$ cat src/rtl/ps2_mouse_rx_if.sv
// Signal bundle between the raw PS/2 lines, the mouse receiver and the
// menu/game controller that consumes cursor position and buttons.
interface ps2_mouse_rx_if;
    logic        ps2_clk;
    logic        ps2_data;
    logic [11:0] xpos;
    logic [11:0] ypos;
    logic        mouse_left;
    logic        mouse_right;
    logic        pkt_valid;
    logic        err;

    modport master (
        output ps2_clk, ps2_data,
        input  xpos, ypos, mouse_left, mouse_right, pkt_valid, err
    );

    modport slave (
        input  ps2_clk, ps2_data,
        output xpos, ypos, mouse_left, mouse_right, pkt_valid, err
    );
endinterface

$ cat src/rtl/ps2_mouse_rx.sv
// Receive-only PS/2 mouse front end: deframes device bytes, assembles 3-byte
// packets and keeps a clamped absolute cursor position plus button state.
module ps2_mouse_rx #(
    parameter int XMAX    = 1023,
    parameter int YMAX    = 767,
    parameter int X_INIT  = 512,
    parameter int Y_INIT  = 384,
    parameter int TIMEOUT = 65000
) (
    input  logic          clk,
    input  logic          rst,
    ps2_mouse_rx_if.slave bus
);

    localparam int TW = $clog2(TIMEOUT + 1);
    localparam logic [11:0] XMAX_C   = 12'(XMAX);
    localparam logic [11:0] YMAX_C   = 12'(YMAX);
    localparam logic [11:0] X_INIT_C = 12'(X_INIT);
    localparam logic [11:0] Y_INIT_C = 12'(Y_INIT);
    localparam logic [TW-1:0] TMO_LAST = TW'(TIMEOUT - 1);

    typedef enum logic [1:0] {
        F_IDLE   = 2'd0,
        F_DATA   = 2'd1,
        F_PARITY = 2'd2,
        F_STOP   = 2'd3
    } frame_state_t;

    typedef enum logic [1:0] {
        P_B0 = 2'd0,
        P_B1 = 2'd1,
        P_B2 = 2'd2
    } pkt_state_t;

    function automatic logic frame_parity_ok(input logic [7:0] data, input logic par);
        return ^{data, par};
    endfunction

    // An overflowing axis contributes no motion at all.
    function automatic logic signed [12:0] sext_delta(input logic sign, input logic ovf,
                                                      input logic [7:0] mag);
        logic signed [12:0] r;
        if (ovf) r = 13'sd0;
        else     r = $signed({{5{sign}}, mag});
        return r;
    endfunction

    function automatic logic [11:0] clamp_axis(input logic signed [12:0] v,
                                               input logic [11:0] vmax);
        logic [11:0] r;
        if (v < 13'sd0)                       r = 12'd0;
        else if (v > $signed({1'b0, vmax}))   r = vmax;
        else                                  r = v[11:0];
        return r;
    endfunction

    logic ps2_clk_meta_r, ps2_clk_sync_r, ps2_clk_prev_r;
    logic ps2_data_meta_r, ps2_data_sync_r;
    logic fall_r, bit_r;

    frame_state_t frame_state_r, frame_state_s;
    pkt_state_t   pkt_state_r, pkt_state_s;
    logic [7:0]    shift_r, shift_s;
    logic [2:0]    bit_cnt_r, bit_cnt_s;
    logic          par_r, par_s;
    logic [5:0]    status_r, status_s;   // {yovf, xovf, ysign, xsign, right, left}
    logic [7:0]    dx_r, dx_s;
    logic [TW-1:0] tmo_cnt_r, tmo_cnt_s;
    logic [11:0]   xpos_r, xpos_s, ypos_r, ypos_s;
    logic          left_r, left_s, right_r, right_s;
    logic          pkt_valid_r, pkt_valid_s, err_r, err_s;
    logic signed [12:0] nx_s, ny_s;

    // Synchronize raw PS/2 lines and register the falling edge with its data bit.
    always_ff @(posedge clk or negedge rst) begin
        if (!rst) begin
            ps2_clk_meta_r  <= 1'b1;
            ps2_clk_sync_r  <= 1'b1;
            ps2_clk_prev_r  <= 1'b1;
            ps2_data_meta_r <= 1'b1;
            ps2_data_sync_r <= 1'b1;
            fall_r          <= 1'b0;
            bit_r           <= 1'b1;
        end else begin
            ps2_clk_meta_r  <= bus.ps2_clk;
            ps2_clk_sync_r  <= ps2_clk_meta_r;
            ps2_clk_prev_r  <= ps2_clk_sync_r;
            ps2_data_meta_r <= bus.ps2_data;
            ps2_data_sync_r <= ps2_data_meta_r;
            fall_r          <= ps2_clk_prev_r & ~ps2_clk_sync_r;
            bit_r           <= ps2_data_sync_r;
        end
    end

    // Next-state logic for the frame and packet FSMs, timeout and cursor update.
    always_comb begin
        frame_state_s = frame_state_r;
        pkt_state_s   = pkt_state_r;
        shift_s       = shift_r;
        bit_cnt_s     = bit_cnt_r;
        par_s         = par_r;
        status_s      = status_r;
        dx_s          = dx_r;
        tmo_cnt_s     = tmo_cnt_r;
        xpos_s        = xpos_r;
        ypos_s        = ypos_r;
        left_s        = left_r;
        right_s       = right_r;
        pkt_valid_s   = 1'b0;
        err_s         = 1'b0;
        nx_s = $signed({1'b0, xpos_r}) + sext_delta(status_r[2], status_r[4], dx_r);
        ny_s = $signed({1'b0, ypos_r}) - sext_delta(status_r[3], status_r[5], shift_r);

        if (fall_r) begin
            tmo_cnt_s = '0;
            case (frame_state_r)
                F_IDLE: begin
                    if (!bit_r) begin
                        frame_state_s = F_DATA;
                        bit_cnt_s     = 3'd0;
                    end else begin
                        frame_state_s = F_IDLE;
                    end
                end
                F_DATA: begin
                    shift_s   = {bit_r, shift_r[7:1]};
                    bit_cnt_s = bit_cnt_r + 3'd1;
                    if (bit_cnt_r == 3'd7) frame_state_s = F_PARITY;
                    else                   frame_state_s = F_DATA;
                end
                F_PARITY: begin
                    par_s         = bit_r;
                    frame_state_s = F_STOP;
                end
                F_STOP: begin
                    frame_state_s = F_IDLE;
                    if (bit_r && frame_parity_ok(shift_r, par_r)) begin
                        case (pkt_state_r)
                            P_B0: begin
                                if (shift_r[3]) begin
                                    status_s    = {shift_r[7:4], shift_r[1:0]};
                                    pkt_state_s = P_B1;
                                end else begin
                                    err_s = 1'b1;
                                end
                            end
                            P_B1: begin
                                dx_s        = shift_r;
                                pkt_state_s = P_B2;
                            end
                            P_B2: begin
                                xpos_s      = clamp_axis(nx_s, XMAX_C);
                                ypos_s      = clamp_axis(ny_s, YMAX_C);
                                left_s      = status_r[0];
                                right_s     = status_r[1];
                                pkt_valid_s = 1'b1;
                                pkt_state_s = P_B0;
                            end
                            default: pkt_state_s = P_B0;
                        endcase
                    end else begin
                        err_s       = 1'b1;
                        pkt_state_s = P_B0;
                    end
                end
                default: frame_state_s = F_IDLE;
            endcase
        end else if (frame_state_r != F_IDLE || pkt_state_r != P_B0) begin
            if (tmo_cnt_r >= TMO_LAST) begin
                tmo_cnt_s     = '0;
                frame_state_s = F_IDLE;
                pkt_state_s   = P_B0;
                err_s         = 1'b1;
            end else begin
                tmo_cnt_s = tmo_cnt_r + TW'(1);
            end
        end else begin
            tmo_cnt_s = '0;
        end
    end

    // State and output registers.
    always_ff @(posedge clk or negedge rst) begin
        if (!rst) begin
            frame_state_r <= F_IDLE;
            pkt_state_r   <= P_B0;
            shift_r       <= 8'd0;
            bit_cnt_r     <= 3'd0;
            par_r         <= 1'b0;
            status_r      <= 6'd0;
            dx_r          <= 8'd0;
            tmo_cnt_r     <= '0;
            xpos_r        <= X_INIT_C;
            ypos_r        <= Y_INIT_C;
            left_r        <= 1'b0;
            right_r       <= 1'b0;
            pkt_valid_r   <= 1'b0;
            err_r         <= 1'b0;
        end else begin
            frame_state_r <= frame_state_s;
            pkt_state_r   <= pkt_state_s;
            shift_r       <= shift_s;
            bit_cnt_r     <= bit_cnt_s;
            par_r         <= par_s;
            status_r      <= status_s;
            dx_r          <= dx_s;
            tmo_cnt_r     <= tmo_cnt_s;
            xpos_r        <= xpos_s;
            ypos_r        <= ypos_s;
            left_r        <= left_s;
            right_r       <= right_s;
            pkt_valid_r   <= pkt_valid_s;
            err_r         <= err_s;
        end
    end

    assign bus.xpos        = xpos_r;
    assign bus.ypos        = ypos_r;
    assign bus.mouse_left  = left_r;
    assign bus.mouse_right = right_r;
    assign bus.pkt_valid   = pkt_valid_r;
    assign bus.err         = err_r;

endmodule

$ cat src/flat_wrapper.sv
// flat-port wrapper written by rule: the top's interface ports become plain ports
module ps2_mouse_rx_flat 
#(
    parameter int XMAX    = 1023,
    parameter int YMAX    = 767,
    parameter int X_INIT  = 512,
    parameter int Y_INIT  = 384,
    parameter int TIMEOUT = 65000
)
  (clk, rst, bus_ps2_clk, bus_ps2_data, bus_xpos, bus_ypos, bus_mouse_left, bus_mouse_right, bus_pkt_valid, bus_err);
  ps2_mouse_rx_if bus_i ();
  input  logic clk;
  input  logic rst;
  input wire logic [$bits(bus_i.ps2_clk)-1:0] bus_ps2_clk;
  input wire logic [$bits(bus_i.ps2_data)-1:0] bus_ps2_data;
  output wire logic [$bits(bus_i.xpos)-1:0] bus_xpos;
  output wire logic [$bits(bus_i.ypos)-1:0] bus_ypos;
  output wire logic [$bits(bus_i.mouse_left)-1:0] bus_mouse_left;
  output wire logic [$bits(bus_i.mouse_right)-1:0] bus_mouse_right;
  output wire logic [$bits(bus_i.pkt_valid)-1:0] bus_pkt_valid;
  output wire logic [$bits(bus_i.err)-1:0] bus_err;
  assign bus_i.ps2_clk = bus_ps2_clk;
  assign bus_i.ps2_data = bus_ps2_data;
  assign bus_xpos = bus_i.xpos;
  assign bus_ypos = bus_i.ypos;
  assign bus_mouse_left = bus_i.mouse_left;
  assign bus_mouse_right = bus_i.mouse_right;
  assign bus_pkt_valid = bus_i.pkt_valid;
  assign bus_err = bus_i.err;
  ps2_mouse_rx #(.XMAX(XMAX), .YMAX(YMAX), .X_INIT(X_INIT), .Y_INIT(Y_INIT), .TIMEOUT(TIMEOUT)) u_core (.clk(clk), .rst(rst), .bus(bus_i));
endmodule
$ cat config.mk
export PLATFORM = sky130hd
export DESIGN_NAME = ps2_mouse_rx_flat
export DESIGN_NICKNAME = d
export VERILOG_FILES = /design/src/rtl/ps2_mouse_rx_if.sv /design/src/rtl/ps2_mouse_rx.sv /design/src/flat_wrapper.sv
export SDC_FILE = /design/constraint.sdc
export NUM_CORES = 1
export LEC_CHECK = 0
export BUFFER_PORTS_ARGS = -buffer_cell sky130_fd_sc_hd__buf_2
export CAP_MARGIN = 40
export CORE_UTILIZATION = 61
export DETAILED_ROUTE_END_ITERATION = 10
export PLACE_DENSITY = 0.8
export SLEW_MARGIN = 20
export SYNTH_ARGS = -nofsm -noshare
export SYNTH_HDL_FRONTEND = slang
export SYNTH_SLANG_ARGS = --single-unit
$ cat constraint.sdc
create_clock -name clk -period 3.3 [get_ports clk]
set_input_delay 0.495 -clock clk [delete_from_list [all_inputs] [get_ports clk]]
set_output_delay 0.495 -clock clk [all_outputs]
set_load 0.02 [all_outputs]
==> results.md, run 1 <==
* Core area at 0.00769 sq mm
* Drt first-iter violations at 320
* Starting Density at 62.5%
* H-tree level count at 3
* Die width at 90.8 microns
* Fraction of layout cells with a size suffix above 1 at 18.4%
* Ys async rst share at 100%
* Total Routing Usage GR at 27.2%
* Sequential-to-total area share from yosys stat at 42.4%
* Die Area at 0.00824 sq mm
* Multi-input gate area at 0.00265 sq mm
* CP max-delay cell: a2111oi_0
* CP max stage delay at 0.52 ns
* Antenna violations before repair at 0
* Number of global-route vias before repair at 3911
* Critical Path AT at 3.31 ns
* Area grow syn2layout at 12.3%
* Yosys reg bits at 81
* Pre-CTS WS at 0.154 ns
* Register area at 0.00204 sq mm
* Pwr Density at 559 mW/mm^2
* Leak Pwr at 2.62 nW
* Port Buffers at 31
* CTS tree: yes
* Clock Skews at 0.00643 ns
* Pwr Total at 3.01 mW
* Most used DFF post-synth: dfrtp_1
* Maximum clock insertion buffer count at 2
* Final net count at 560
* Syn nets at 522
* Synthesized cell area at 0.00481 sq mm
* Kind of critical path: reg -> reg
* Hold Crit Class: in -> async
* Worst-Margin Slew at 0.778 ns
* Fillers at 617
* Crit path time final at 3.08 ns
* Cell Area, Placed at 0.00514 sq mm
* Detailed Place HPWL at 7380 microns
* Via density at 6.11
* CTS clk-pin slew, worst paths at 0.08 ns
* Top cells by instance count after synthesis: 72 x dfrtp_1, 42 x nand2_1, 39 x nor2_1
* Pre-antenna DRT Iters at 4
* Headroom to the max-slew limit at 47.8%
* Gpl congestion at 0.923
* Syn. warnings at 0
* Post-Place Cells at 620
* # Max-Cap Violations at 0
* Ant. Diodes at 0
* Max Freq at 324 MHz
* Synth area leader: dfrtp_1
* Status: finished, final reports clean
* Synth top area share at 37.5%
* Drt drc at 0
* Critical Path RT at 3.52 ns
* Routed wire length at 10300 microns
* Worst-skew pair later-pin latency at 0.36 ns
* # Post-CTS Setup Buffers at 0
* Wire length per cell at 16.2 microns
* Sink Count at 81
* Top-count cell post-synth: dfrtp_1
* First-pass GRT wire length at 17900 microns
* Critical path endpoint category: flop
* Post-route setup slack at 0.215 ns
* Maximum number of pins on one net before global-route repair at 57
* Vias at 3883
* EDFF count, synth at 0
* Fin. max-slew vios at 0
* Tcrit/Tclk final at 93.5%
* Cells after Synth at 491
* Synth area leaders: dfrtp_1 37%, ha_1 6.5%, dfstp_2 4.9%
* CTS root buf: clkbuf_8
* Cell Chain, Critical Path: nand2b_1 -> inv_1 -> ha_1 -> a211oi_2 -> nor3b_1 -> o32a_1 -> or3_1 -> a2111oi_0 -> nor4_1
* Post-CTS sizing at 0
* Startpoint types: flop
* Hold Buf Count CTS at 0
* Rows at 32
* Congestion Overflow GR at 0
* Non-filler cells, final at 636
* Mean Syn Cell Area at 9.79 sq um
* Final Hold Fails at 0
* IO Pins at 32
* Worst Path Max Fanout at 12
* Worst vdd ir at 0.360 mV
* Antenna Nets Post-Route at 0
* TritonCTS buffer count at 9
* Post-route cell area at 0.00540 sq mm
* Die span in y at 90.8 microns
* Final setup vio count at 0
* Netlist cell types at 59
[worst paths after layout]
kind                                              from                endpoint  slack (ns)  depth (start not counted)
worst max-delay path                u_core.status_r[4]      u_core.bus.xpos[8]        0.22                          9
worst min-delay path                               rst      u_core.bus.ypos[6]        0.05                          1
worst max register to register      u_core.status_r[4]      u_core.bus.xpos[8]        0.22                          9
worst min register to register  u_core.ps2_data_sync_r            u_core.bit_r        0.36                          0
max in group asynchronous                          rst      u_core.bus.xpos[9]        2.62                          2
min in group clk                          bus_ps2_data  u_core.ps2_data_meta_r        0.23                          1
[logic make-up (layout without fill, tap and decap cells)]
kind of cell	after synthesis	count (layout)	share of synthesized area, %
simple gates	173	173	18.7
flops	81	81	42.4
buf+inv	34	77	2.81
fa+ha+maj	27	27	7.34
mux	23	23	5.34
xor+xnor	27	27	5.49
compound gates	126	126	18.0
[power by group]
group / switching [mW] / internal, mW
sequential: 0.0962 / 1.06
clock: 0.355 / 0.525
combinational: 0.535 / 0.447
total: 0.987 / 2.03
[critical path, delay by kind of cell (launching register included)]
kind                     cells  cell delay, ns
adder cells (fa/ha/maj)      1            0.31
AO/OA/AOI/OAI                3            1.18
AND/OR/NAND/NOR              4            0.91
buffers and inverters        1            0.06
flip-flops                   1            0.49
[layout make-up]
class	instances	share of cell area (%)
Multi-Input combinational cell	376	49.1
Sequential cell	81	37.8
Timing Repair Buffer	41	4.68
Clock buffer	10	2.55
Tap cell	102	2.36
Clock inverter	6	2.13
Inverter	20	1.39
[cell usage in the layout (no fill, tap or decap), types with 13 or more instances in the layout]
| master | n |
|---|---|
| o21ai_0 | 33 |
| inv_1 | 20 |
| nand3_1 | 14 |
| mux2_2 | 21 |
| buf_2 | 30 |
| nor2_1 | 39 |
| nor2b_1 | 18 |
| a211oi_1 | 16 |
| dfrtp_1 | 72 |
| ha_1 | 25 |
| xnor2_1 | 13 |
| a21oi_1 | 22 |
| nand2_1 | 42 |
[stage by stage]
| step | setup TNS [ns] | hold WS, ns | utilization (%) |
|---|---|---|---|
| finish | 0 | 0.0480 | 70.2 |
| global route | -0.00788 | 0.0646 | 70.2 |
| CTS | 0 | 0.0492 | 70.1 |
| detailed placement | 0 | 0.347 | 66.8 |
| global placement | 0 | 0.346 | 66.5 |
| floorplan | 0 | 0.199 | - |
[flip-flops by register name, indices dropped and copies added (netlist names), 2 cells and up]
signal and flops:
u_core.pkt_state_r 2, u_core.shift_r 8, u_core.bit_cnt_r 3, u_core.dx_r 8, u_core.status_r 6, u_core.bus.ypos 12
u_core.tmo_cnt_r 16, u_core.frame_state_r 2, u_core.bus.xpos 12
[layer usage]
| metal | GRT usage, % | up-vias | share of wire, % |
|---|---|---|---|
| met5 | 0 | - | 0 |
| met4 | 10.1 | 0 | 1.9 |
| met3 | 4.88 | 23 | 4.7 |
| met2 | 46.7 | 100 | 50 |
| met1 | 34.4 | 1879 | 44 |
| li1 | - | 1881 | - |
Power figures use the tool's default switching activity.
==> run 2, diff against run 1 <==
Settings changed: CELL_PAD_IN_SITES_DETAIL_PLACEMENT from default to 2, CELL_PAD_IN_SITES_GLOBAL_PLACEMENT from default to 2, CORE_UTILIZATION 61 to 41, CTS_BUF_LIST from default to sky130_fd_sc_hd__clkbuf_4 sky130_fd_sc_hd__clkbuf_8, PLACE_DENSITY 0.8 to 0.83.
==> run 2 against run 1 <==
  * First-iteration DRC count down 59%
  * Die area grew 48%
  * Final cell count grew 7.1%
  * Non-clock buffer count up 4
  * Critical path type unchanged
  * Critical endpoint unchanged
  * Largest power group unchanged
  * Global-route usage shrank 2.5 points
==> results.md, run 2 (synthesized netlist as in run 1, its figures left out) <==
* Die span in y at 110 microns (was 90.8 microns)
* Clock Skews at 0.0199 ns (was 0.00643 ns)
* Total Routing Usage GR at 24.7% (was 27.2%)
* First-pass GRT wire length at 22500 microns (was 17900 microns)
* CTS root buf: clkbuf_8 (unchanged)
* TritonCTS buffer count at 9 (unchanged)
* Final net count at 564 (was 560)
* Non-filler cells, final at 681 (was 636)
* Most common cell after layout, fill and taps aside: dfrtp_1 (unchanged)
* Tcrit/Tclk final at 96.5% (was 93.5%)
* Worst R2R Path Depth at 8 (was 9)
* Commonest cells after routing, fill and taps aside: 72 x dfrtp_1, 42 x nand2_1, 39 x nor2_1, 33 x o21ai_0, 31 x buf_2 (was 72 x dfrtp_1, 42 x nand2_1, 39 x nor2_1, 33 x o21ai_0, 30 x buf_2)
* Drt first-iter violations at 130 (was 320)
* Die Area at 0.0122 sq mm (was 0.00824 sq mm)
* Max Freq at 314 MHz (was 324 MHz)
* Die width at 110 microns (was 90.8 microns)
* Setup crit start: u_core.status_r[4] (unchanged)
* Fin. max-slew vios at 0 (unchanged)
* # Post-CTS Setup Buffers at 0 (unchanged)
* Congestion Overflow GR at 0 (unchanged)
* Worst Path Max Fanout at 12 (unchanged)
* Post-Place Cells at 664 (was 620)
* Startpoint types: flop (unchanged)
* CTS clk-pin slew, worst paths at 0.09 ns (was 0.08 ns)
* Critical Path AT at 3.41 ns (was 3.31 ns)
* Final Hold Fails at 0 (unchanged)
* Detailed Place HPWL at 10000 microns (was 7380 microns)
* Headroom to the max-slew limit at 56.2% (was 47.8%)
* Cell Chain, Critical Path: nor2b_1 -> ha_1 -> and4_1 -> nor3b_1 -> o32a_1 -> or3_1 -> a2111oi_0 -> nor4_1 (was nand2b_1 -> inv_1 -> ha_1 -> a211oi_2 -> nor3b_1 -> o32a_1 -> or3_1 -> a2111oi_0 -> nor4_1)
* Pwr Total at 3.04 mW (was 3.01 mW)
* Leak Pwr at 2.63 nW (was 2.62 nW)
* # Max-Cap Violations at 0 (unchanged)
* Sink Count at 81 (unchanged)
* Ant. Diodes at 0 (unchanged)
* Via density at 5.93 (was 6.11)
* Port Buffers at 31 (unchanged)
* Final setup vio count at 0 (unchanged)
* Antenna violations before repair at 0 (unchanged)
* Rows at 39 (was 32)
* Cell Area, Placed at 0.00521 sq mm (was 0.00514 sq mm)
* Critical register-to-register path startpoint: u_core.status_r[4] (unchanged)
* Post-route cell area at 0.00547 sq mm (was 0.00540 sq mm)
* H-tree level count at 3 (unchanged)
* Fillers at 1223 (was 617)
* CTS tree: yes (unchanged)
* Fraction of layout cells with a size suffix above 1 at 19.5% (was 18.4%)
* Gpl congestion at 0.805 (was 0.923)
* Core area at 0.0114 sq mm (was 0.00769 sq mm)
* Area grow syn2layout at 13.7% (was 12.3%)
* Drt drc at 0 (unchanged)
* IO Pins at 32 (unchanged)
* CP max-delay cell: or3_1 (was a2111oi_0)
* Antenna Nets Post-Route at 0 (unchanged)
* Worst-Margin Slew at 0.650 ns (was 0.778 ns)
* Maximum clock insertion buffer count at 2 (unchanged)
* Status: finished, final reports clean (unchanged)
* Starting Density at 42.1% (was 62.5%)
* Hold Crit Class: in -> async (unchanged)
* Routed wire length at 14100 microns (was 10300 microns)
* Vias at 4039 (was 3883)
* Pwr Density at 556 mW/mm^2 (was 559 mW/mm^2)
* Maximum number of pins on one net before global-route repair at 57 (unchanged)
* Max reg flops at 16 (unchanged)
* Kind of critical path: reg -> reg (unchanged)
* CP max stage delay at 0.53 ns (was 0.52 ns)
* Critical path endpoint category: flop (unchanged)
* Critical Path RT at 3.53 ns (was 3.52 ns)
* Worst-skew pair later-pin latency at 0.37 ns (was 0.36 ns)
* Final Core Density at 47.9% (was 70.2%)
* Biggest register: u_core.tmo_cnt_r (unchanged)
* Crit path time final at 3.19 ns (was 3.08 ns)
* TNS Setup at 0 ns (unchanged)
* Wire length per cell at 20.8 microns (was 16.2 microns)
* Worst vdd ir at 0.240 mV (was 0.360 mV)
* Number of global-route vias before repair at 4519 (was 3911)
* Pre-antenna DRT Iters at 4 (unchanged)
run 2: cell types whose count changed in the layout (fill, tap and decap cells not counted), moves of 2 or more:
cell and delta:
a2111oi_0 -2, a2111oi_1 +2, buf_4 +3, clkinv_4 -2
run 2: worst paths after layout:
check                                         end  slack, ns
max                            u_core.bus.xpos[8]       0.11
min                           u_core.bus.ypos[10]       0.04
max reg2reg                    u_core.bus.xpos[8]       0.11
min reg2reg                u_core.ps2_data_sync_r       0.36
max in group asynchronous            u_core.bit_r       2.61
min in group clk           u_core.ps2_data_meta_r       0.22
run 2: metrics by stage:
step                      hold slack [ns]  worst slack (ns)
after global routing               0.0575          -0.00571
final                              0.0391             0.114
after floorplan                     0.199             0.590
after global placement              0.346             0.283
after detailed placement            0.348             0.111
after CTS                          0.0359            0.0827
run 2: repair_timing:
| item | in CTS | in global routing |
|---|---|---|
| hold buffers | 0 | 0 |
| endpoints found under the setup margin | 0 | 12 |
| resized for setup | 0 | 7 |
run 2: final cells by class:
class | instances | area [sq um] | area share, %
sequential | 81 | 2040 | 37.3
clock inverter | 5 | 80.1 | 1.46
clock buffer | 11 | 145 | 2.66
timing repair buffer | 45 | 280 | 5.13
tap | 143 | 179 | 3.27
inverter | 20 | 75.1 | 1.37
multi-input combinational | 376 | 2670 | 48.8
run 2: power by group:
part,internal (mW),leakage (nW),total [mW],switching (mW)
Clock,0.454,0.109,0.835,0.381
Sequential,1.06,1.09,1.14,0.0818
Combinational,0.453,1.43,1.07,0.616
Total,1.96,2.63,3.04,1.08
run 2: worst max-delay path: cells and delay by family (launching register included):
kind / cells / cell delay, ns
AOI/OAI and AO/OA: 2 / 0.90
adders and majority gates: 1 / 0.33
DFF: 1 / 0.48
and+or+nand+nor: 5 / 1.33
run 2: per-layer routing:
layer,track usage [%],vias up,wire (microns)
li1,-,1874,-
met1,28.1,2090,5910
met2,46.3,51,7650
met3,3.64,24,275
met4,9.49,0,296
met5,0,-,0
